### config.mk
export PLATFORM = sky130hd
export DESIGN_NAME = axi_lite_master_flat
export DESIGN_NICKNAME = d
export VERILOG_FILES = /design/src/rtl/axi_lite_pkg.sv /design/src/rtl/axi_lite_if.sv /design/src/rtl/axi_lite_master.sv /design/src/flat_wrapper.sv
export SDC_FILE = /design/constraint.sdc
export NUM_CORES = 1
export LEC_CHECK = 0
export ABC_CLOCK_PERIOD_IN_PS = 5540
export BUFFER_PORTS_ARGS = -buffer_cell sky130_fd_sc_hd__buf_2
export CAP_MARGIN = 20
export CORE_MARGIN = 8
export CORE_UTILIZATION = 46
export CTS_CLUSTER_DIAMETER = 40
export DETAILED_ROUTE_END_ITERATION = 16
export PLACE_DENSITY = 0.8
export REMOVE_ABC_BUFFERS = 1
export SYNTH_ARGS = -nofsm -noshare
export SYNTH_HDL_FRONTEND = slang
export SYNTH_SLANG_ARGS = --single-unit
export TNS_END_PERCENT = 10
### constraint.sdc
create_clock -name aclk -period 5.54 [get_ports aclk]
set_input_delay 1.108 -clock aclk [delete_from_list [all_inputs] [get_ports aclk]]
set_output_delay 1.108 -clock aclk [all_outputs]
set_load 0.02 [all_outputs]
### src/rtl/axi_lite_pkg.sv
// axi_lite_pkg: AXI4-Lite widths and field types shared by master, slave and benches
package axi_lite_pkg;
  localparam int ADDR_W = 32;
  localparam int DATA_W = 32;
  typedef logic [ADDR_W-1:0] addr_t;
  typedef logic [DATA_W-1:0] data_t;
  typedef logic [DATA_W/8-1:0] strb_t;
  typedef logic [1:0] resp_t;
endpackage

### src/rtl/axi_lite_if.sv
// axi_lite_if: AXI4-Lite AW/W/B/AR/R channel bundle with master and slave views
interface axi_lite_if;
  axi_lite_pkg::addr_t awaddr;
  logic awvalid, awready;
  axi_lite_pkg::data_t wdata;
  axi_lite_pkg::strb_t wstrb;
  logic wvalid, wready;
  axi_lite_pkg::resp_t bresp;
  logic bvalid, bready;
  axi_lite_pkg::addr_t araddr;
  logic arvalid, arready;
  axi_lite_pkg::data_t rdata;
  axi_lite_pkg::resp_t rresp;
  logic rvalid, rready;
  modport master (
    output awaddr, awvalid, wdata, wstrb, wvalid, bready, araddr, arvalid, rready,
    input  awready, wready, bresp, bvalid, arready, rdata, rresp, rvalid
  );
  modport slave (
    input  awaddr, awvalid, wdata, wstrb, wvalid, bready, araddr, arvalid, rready,
    output awready, wready, bresp, bvalid, arready, rdata, rresp, rvalid
  );
endinterface

### src/rtl/axi_lite_master.sv
// axi_lite_master: turns one valid/ready command at a time into an AXI4-Lite transaction
// and returns read data, response code and a saturating cycle count.
module axi_lite_master
  import axi_lite_pkg::*;
#(
  parameter int CNT_W = 16
) (
  input  logic             aclk,
  input  logic             areset,
  input  logic             cmd_valid,
  output logic             cmd_ready,
  input  logic             cmd_write,
  input  addr_t            cmd_addr,
  input  data_t            cmd_wdata,
  output logic             rsp_valid,
  input  logic             rsp_ready,
  output data_t            rsp_rdata,
  output resp_t            rsp_resp,
  output logic [CNT_W-1:0] rsp_cycles,
  axi_lite_if.master       m_axi_lite
);
  typedef enum logic [2:0] {IDLE, WREQ, WRESP, RREQ, RDATA, RSP} state_t;
  state_t state_q;
  addr_t addr_q;
  data_t wdata_q, rdata_q;
  resp_t resp_q;
  logic awvalid_q, wvalid_q, arvalid_q, rsp_valid_q;
  logic [CNT_W-1:0] cnt_q;
  logic aw_hs, w_hs, busy;
  assign aw_hs = awvalid_q && m_axi_lite.awready;
  assign w_hs = wvalid_q && m_axi_lite.wready;
  assign busy = state_q inside {WREQ, WRESP, RREQ, RDATA};
  // areset gates cmd_ready so nothing is accepted while reset is held
  assign cmd_ready = state_q == IDLE && !areset;
  assign m_axi_lite.bready = state_q == WRESP;
  assign m_axi_lite.rready = state_q == RDATA;
  assign m_axi_lite.awaddr = addr_q;
  assign m_axi_lite.araddr = addr_q;
  assign m_axi_lite.wdata = wdata_q;
  assign m_axi_lite.wstrb = '1;
  assign m_axi_lite.awvalid = awvalid_q;
  assign m_axi_lite.wvalid = wvalid_q;
  assign m_axi_lite.arvalid = arvalid_q;
  assign rsp_valid = rsp_valid_q;
  assign rsp_rdata = rdata_q;
  assign rsp_resp = resp_q;
  assign rsp_cycles = cnt_q;
  always_ff @(posedge aclk or posedge areset)
    if (areset) begin
      state_q <= IDLE;
      addr_q <= '0;
      wdata_q <= '0;
      rdata_q <= '0;
      resp_q <= '0;
      awvalid_q <= 1'b0;
      wvalid_q <= 1'b0;
      arvalid_q <= 1'b0;
      rsp_valid_q <= 1'b0;
      cnt_q <= '0;
    end else begin
      if (busy && cnt_q != '1) cnt_q <= cnt_q + CNT_W'(1);
      case (state_q)
        IDLE: if (cmd_valid) begin
          addr_q <= cmd_addr;
          wdata_q <= cmd_wdata;
          cnt_q <= '0;
          awvalid_q <= cmd_write;
          wvalid_q <= cmd_write;
          arvalid_q <= !cmd_write;
          state_q <= cmd_write ? WREQ : RREQ;
        end
        WREQ: begin
          if (aw_hs) awvalid_q <= 1'b0;
          if (w_hs) wvalid_q <= 1'b0;
          if ((aw_hs || !awvalid_q) && (w_hs || !wvalid_q)) state_q <= WRESP;
        end
        WRESP: if (m_axi_lite.bvalid) begin
          resp_q <= m_axi_lite.bresp;
          rdata_q <= '0;
          rsp_valid_q <= 1'b1;
          state_q <= RSP;
        end
        RREQ: if (m_axi_lite.arready) begin
          arvalid_q <= 1'b0;
          state_q <= RDATA;
        end
        RDATA: if (m_axi_lite.rvalid) begin
          rdata_q <= m_axi_lite.rdata;
          resp_q <= m_axi_lite.rresp;
          rsp_valid_q <= 1'b1;
          state_q <= RSP;
        end
        RSP: if (rsp_ready) begin
          rsp_valid_q <= 1'b0;
          state_q <= IDLE;
        end
        default: state_q <= IDLE;
      endcase
    end
endmodule

### src/flat_wrapper.sv
// flat-port wrapper written by rule: the top's interface ports become plain ports
module axi_lite_master_flat import axi_lite_pkg::*;
#(
  parameter int CNT_W = 16
)
  (aclk, areset, cmd_valid, cmd_ready, cmd_write, cmd_addr, cmd_wdata, rsp_valid, rsp_ready, rsp_rdata, rsp_resp, rsp_cycles, m_axi_lite_awaddr, m_axi_lite_awvalid, m_axi_lite_wdata, m_axi_lite_wstrb, m_axi_lite_wvalid, m_axi_lite_bready, m_axi_lite_araddr, m_axi_lite_arvalid, m_axi_lite_rready, m_axi_lite_awready, m_axi_lite_wready, m_axi_lite_bresp, m_axi_lite_bvalid, m_axi_lite_arready, m_axi_lite_rdata, m_axi_lite_rresp, m_axi_lite_rvalid);
  axi_lite_if m_axi_lite_i ();
  input  logic aclk;
  input  logic areset;
  input  logic cmd_valid;
  output logic cmd_ready;
  input  logic cmd_write;
  input  addr_t cmd_addr;
  input  data_t cmd_wdata;
  output logic rsp_valid;
  input  logic rsp_ready;
  output data_t rsp_rdata;
  output resp_t rsp_resp;
  output logic [CNT_W-1:0] rsp_cycles;
  output wire logic [$bits(m_axi_lite_i.awaddr)-1:0] m_axi_lite_awaddr;
  output wire logic [$bits(m_axi_lite_i.awvalid)-1:0] m_axi_lite_awvalid;
  output wire logic [$bits(m_axi_lite_i.wdata)-1:0] m_axi_lite_wdata;
  output wire logic [$bits(m_axi_lite_i.wstrb)-1:0] m_axi_lite_wstrb;
  output wire logic [$bits(m_axi_lite_i.wvalid)-1:0] m_axi_lite_wvalid;
  output wire logic [$bits(m_axi_lite_i.bready)-1:0] m_axi_lite_bready;
  output wire logic [$bits(m_axi_lite_i.araddr)-1:0] m_axi_lite_araddr;
  output wire logic [$bits(m_axi_lite_i.arvalid)-1:0] m_axi_lite_arvalid;
  output wire logic [$bits(m_axi_lite_i.rready)-1:0] m_axi_lite_rready;
  input wire logic [$bits(m_axi_lite_i.awready)-1:0] m_axi_lite_awready;
  input wire logic [$bits(m_axi_lite_i.wready)-1:0] m_axi_lite_wready;
  input wire logic [$bits(m_axi_lite_i.bresp)-1:0] m_axi_lite_bresp;
  input wire logic [$bits(m_axi_lite_i.bvalid)-1:0] m_axi_lite_bvalid;
  input wire logic [$bits(m_axi_lite_i.arready)-1:0] m_axi_lite_arready;
  input wire logic [$bits(m_axi_lite_i.rdata)-1:0] m_axi_lite_rdata;
  input wire logic [$bits(m_axi_lite_i.rresp)-1:0] m_axi_lite_rresp;
  input wire logic [$bits(m_axi_lite_i.rvalid)-1:0] m_axi_lite_rvalid;
  assign m_axi_lite_awaddr = m_axi_lite_i.awaddr;
  assign m_axi_lite_awvalid = m_axi_lite_i.awvalid;
  assign m_axi_lite_wdata = m_axi_lite_i.wdata;
  assign m_axi_lite_wstrb = m_axi_lite_i.wstrb;
  assign m_axi_lite_wvalid = m_axi_lite_i.wvalid;
  assign m_axi_lite_bready = m_axi_lite_i.bready;
  assign m_axi_lite_araddr = m_axi_lite_i.araddr;
  assign m_axi_lite_arvalid = m_axi_lite_i.arvalid;
  assign m_axi_lite_rready = m_axi_lite_i.rready;
  assign m_axi_lite_i.awready = m_axi_lite_awready;
  assign m_axi_lite_i.wready = m_axi_lite_wready;
  assign m_axi_lite_i.bresp = m_axi_lite_bresp;
  assign m_axi_lite_i.bvalid = m_axi_lite_bvalid;
  assign m_axi_lite_i.arready = m_axi_lite_arready;
  assign m_axi_lite_i.rdata = m_axi_lite_rdata;
  assign m_axi_lite_i.rresp = m_axi_lite_rresp;
  assign m_axi_lite_i.rvalid = m_axi_lite_rvalid;
  axi_lite_master #(.CNT_W(CNT_W)) u_core (.aclk(aclk), .areset(areset), .cmd_valid(cmd_valid), .cmd_ready(cmd_ready), .cmd_write(cmd_write), .cmd_addr(cmd_addr), .cmd_wdata(cmd_wdata), .rsp_valid(rsp_valid), .rsp_ready(rsp_ready), .rsp_rdata(rsp_rdata), .rsp_resp(rsp_resp), .rsp_cycles(rsp_cycles), .m_axi_lite(m_axi_lite_i));
endmodule
==> qor.txt <==
CTS clk-pin slew, worst paths: 0.05 ns
data arrival time of the worst path: 1.80 ns
internal power consumption: 2.60 mW
cell taking the most area after synthesis: sky130_fd_sc_hd__dfrtp_1
placer's final routability congestion estimate: 0.809
via count: 4647
CTS tree: done
Most used DFF post-synth: sky130_fd_sc_hd__dfrtp_1
routed length per instance: 16.4 µm
dpl hpwl: 11.0 mm
Antenna Nets Post-Route: 0
H-Tree Depth: 4
proportion of synthesized chip area in sequential cells: 0.568
Worst slew margin: 0.331
VDD IR-drop max: 0.409 mV
clock sink total: 121
Die Y-Extent: 124 µm
number of global-route vias before repair: 4762
worst hold-check slack: 0.467 ns
cell types occupying the most area after synthesis: sky130_fd_sc_hd__dfrtp_1 57%, sky130_fd_sc_hd__nand2_1 15%, sky130_fd_sc_hd__buf_4 6.1%
proportion of synthesized flip-flops having asynchronous set or reset: 1.00
count of flip-flops with a built-in enable after synthesis: 0
drt initial violations: 367
die width: 124 µm
power spent charging and discharging nets: 1.91 mW
placeable core area: 11400 µm²
Setup Buffers After CTS: 0
flops & latches, synth: 121
worst clock skew on the final layout: 0.00490 ns
classification of the worst setup path: reg2out
placed inst area: 6450 µm²
Worst Setup End Kind: primary output
wire length of the first global-routing pass: 23.6 mm
total leakage power: 4.01 nW
count of port buffers added during placement: 262
proportion of power drawn by flip-flops and latches: 0.341
worst skew pair latency: 0.40 ns
flop2flop setup slack: 3.31 ns
final worst path period share: 0.525
Antenna Cells: 0
aggregate global-route resource usage: 0.198
path type of the worst min-delay path: reg2reg
final core area utilization: 0.623
die area: 15300 µm²
MaxCap Viol Count: 0
clock tree root driver cell: sky130_fd_sc_hd__clkbuf_16
most common cell after layout, fill and taps aside: sky130_fd_sc_hd__buf_2
number of setup violations in the final report: 0
result of the run: completed
Warnings, synthesis: 0
number of rows in the core area: 39
pin count of the biggest net entering global routing: 79
total detailed-routing wirelength: 15.3 mm
Setup crit start kind: flop
most used cells in the layout excluding fill and tap cells: 262 x sky130_fd_sc_hd__buf_2, 216 x sky130_fd_sc_hd__nand2_1, 121 x sky130_fd_sc_hd__dfrtp_1, 32 x sky130_fd_sc_hd__a22o_1, 17 x sky130_fd_sc_hd__clkbuf_16
area of the mapped netlist: 5330 µm²
part of the power in the clock network: 0.228
fraction of post-synthesis cell area in the top cell type by area: 0.568
post-DR vias/cell: 4.99
Initial Util: 0.469
required time reported for the critical path endpoint: 4.43 ns
final instance area: 7080 µm²
gr ovfl total: 0
Avg Cell Area, Syn: 9.63 µm²
area growth from synthesis to final layout: 32.9%
number of primary I/O pins: 267
Post-layout nets: 889
number of buffers created by CTS: 17
Longest Clk Path Bufs: 2
count of final max-slew check failures: 0
Comb power frac: 0.431
Fmax achieved: 344 MHz
number of unique standard cell types used by synthesis: 45
number of gates resized after CTS: 0
number of DRC violations after detailed routing: 0
number of hold-repair buffers added at the cts stage: 0
Worst Max-Slew Pin Slew: 0.995 ns
power per standard cell area: 637 nW/µm²
initial antenna violation count: 0
crit path max fanout: 16
switching power as a share of total power: 0.424
Place WS: 2.75 ns
post-layout min period: 2.91 ns
Hold Violations, Final: 0
share of final-layout standard cells stronger than drive strength 1: 0.395
post-layout worst setup margin: 2.63 ns
first-pass iteration count of the detailed router: 4
Cells after Synth: 553
setup repair after global routing missed its margin: no
metrics by stage:
step,TNS [ns],power (mW),cells
floorplan,-114.09,2.74,491
global placement,0,3.45,899
detailed placement,0,3.49,899
CTS,0,4.54,929
global route,0,4.79,932
finish,0,4.51,932
power by group through the flow:
| stage | clock network, mW | registers [mW] | logic [mW] |
|---|---|---|---|
| 2_1_floorplan | 0 | 2.08 | 0.658 |
| 3_3_place_gp | 0 | 1.53 | 1.91 |
| 3_5_place_dp | 0 | 1.53 | 1.96 |
| 4_1_cts | 1.05 | 1.53 | 1.95 |
| 5_1_grt | 1.10 | 1.59 | 2.11 |
| 6_report | 1.03 | 1.54 | 1.94 |
Yosys cell counts (3+ instances only):
cell	number
sky130_fd_sc_hd__nand2_1	217
sky130_fd_sc_hd__dfrtp_1	121
sky130_fd_sc_hd__buf_4	43
sky130_fd_sc_hd__a22o_1	32
sky130_fd_sc_hd__clkbuf_1	14
sky130_fd_sc_hd__o21ai_0	11
sky130_fd_sc_hd__mux2i_1	9
sky130_fd_sc_hd__a21oi_1	8
sky130_fd_sc_hd__inv_1	8
sky130_fd_sc_hd__nor3_1	8
sky130_fd_sc_hd__buf_2	6
sky130_fd_sc_hd__nor2_1	5
sky130_fd_sc_hd__nor4_1	5
sky130_fd_sc_hd__or2_2	5
sky130_fd_sc_hd__and3_1	4
sky130_fd_sc_hd__nand3_1	4
sky130_fd_sc_hd__nand4_1	4
sky130_fd_sc_hd__o31ai_1	4
sky130_fd_sc_hd__or3_1	4
sky130_fd_sc_hd__nor2b_1	3
sky130_fd_sc_hd__o311ai_0	3
sky130_fd_sc_hd__or4_1	3
kinds of logic after synthesis:
group                      synth area share
AOI/OAI and AO/OA                    0.0993
adders and majority gates           0.00235
buffers and inverters                0.0831
DFF                                   0.568
muxes                                0.0211
other                              0.000704
and+or+nand+nor                       0.225
path summary, 6_finish.rpt:
check                                                       start                                      to  depth (start not counted)
hold reg to reg            u_core.m_axi_lite.wdata[9]$_DFFE_PP0P_  u_core.m_axi_lite.wdata[9]$_DFFE_PP0P_                          2
max in group asynchronous                                  areset          u_core.rsp_cycles[2]$_DFF_PP0_                          3
hold / removal             u_core.m_axi_lite.wdata[9]$_DFFE_PP0P_  u_core.m_axi_lite.wdata[9]$_DFFE_PP0P_                          2
setup / recovery                    u_core.state_q[0]$_DFFE_PP0P_                               cmd_ready                          3
setup reg to reg                    u_core.state_q[0]$_DFFE_PP0P_         u_core.rsp_cycles[11]$_DFF_PP0_                          4
min in group asynchronous                                  areset         u_core.rsp_cycles[15]$_DFF_PP0_                          2
final cells by class:
class | count | area [µm²]
fill | 988 | 4290
sequential | 121 | 3030
multi-input combinational | 362 | 1880
timing repair buffer | 268 | 1400
clock buffer | 22 | 494
tap | 143 | 179
clock inverter | 8 | 70.1
inverter | 8 | 32.5
registers in the layout, summed over array words and instances, names as in the netlist:
| register | count |
|---|---|
| u_core.m_axi_lite.wvalid | 1 |
| u_core.rsp_cycles | 16 |
| u_core.m_axi_lite.araddr | 32 |
| u_core.m_axi_lite.wdata | 32 |
| u_core.state_q | 3 |
| u_core.m_axi_lite.awvalid | 1 |
| u_core.rsp_valid | 1 |
| u_core.rsp_resp | 2 |
| u_core.rsp_rdata | 32 |
| u_core.m_axi_lite.arvalid | 1 |
routing by layer:
| layer | routed length [µm] | up-vias | GRT usage | part of all wire |
|---|---|---|---|---|
| met2 | 7970 | 157 | 0.330 | 0.52 |
| met1 | 5990 | 2223 | 0.228 | 0.39 |
| li1 | - | 2250 | - | - |
| met5 | 0 | - | 0 | 0 |
| met4 | 257 | 0 | 0.0745 | 0.017 |
| met3 | 1070 | 17 | 0.0739 | 0.070 |
critical path, cell delays in order (launching register included):
cell and delay, ns:
sky130_fd_sc_hd__dfrtp_1 0.55, sky130_fd_sc_hd__or3_1 0.55, sky130_fd_sc_hd__nor2_1 0.12, sky130_fd_sc_hd__buf_2 0.17
(Power assumes the default switching activity.)
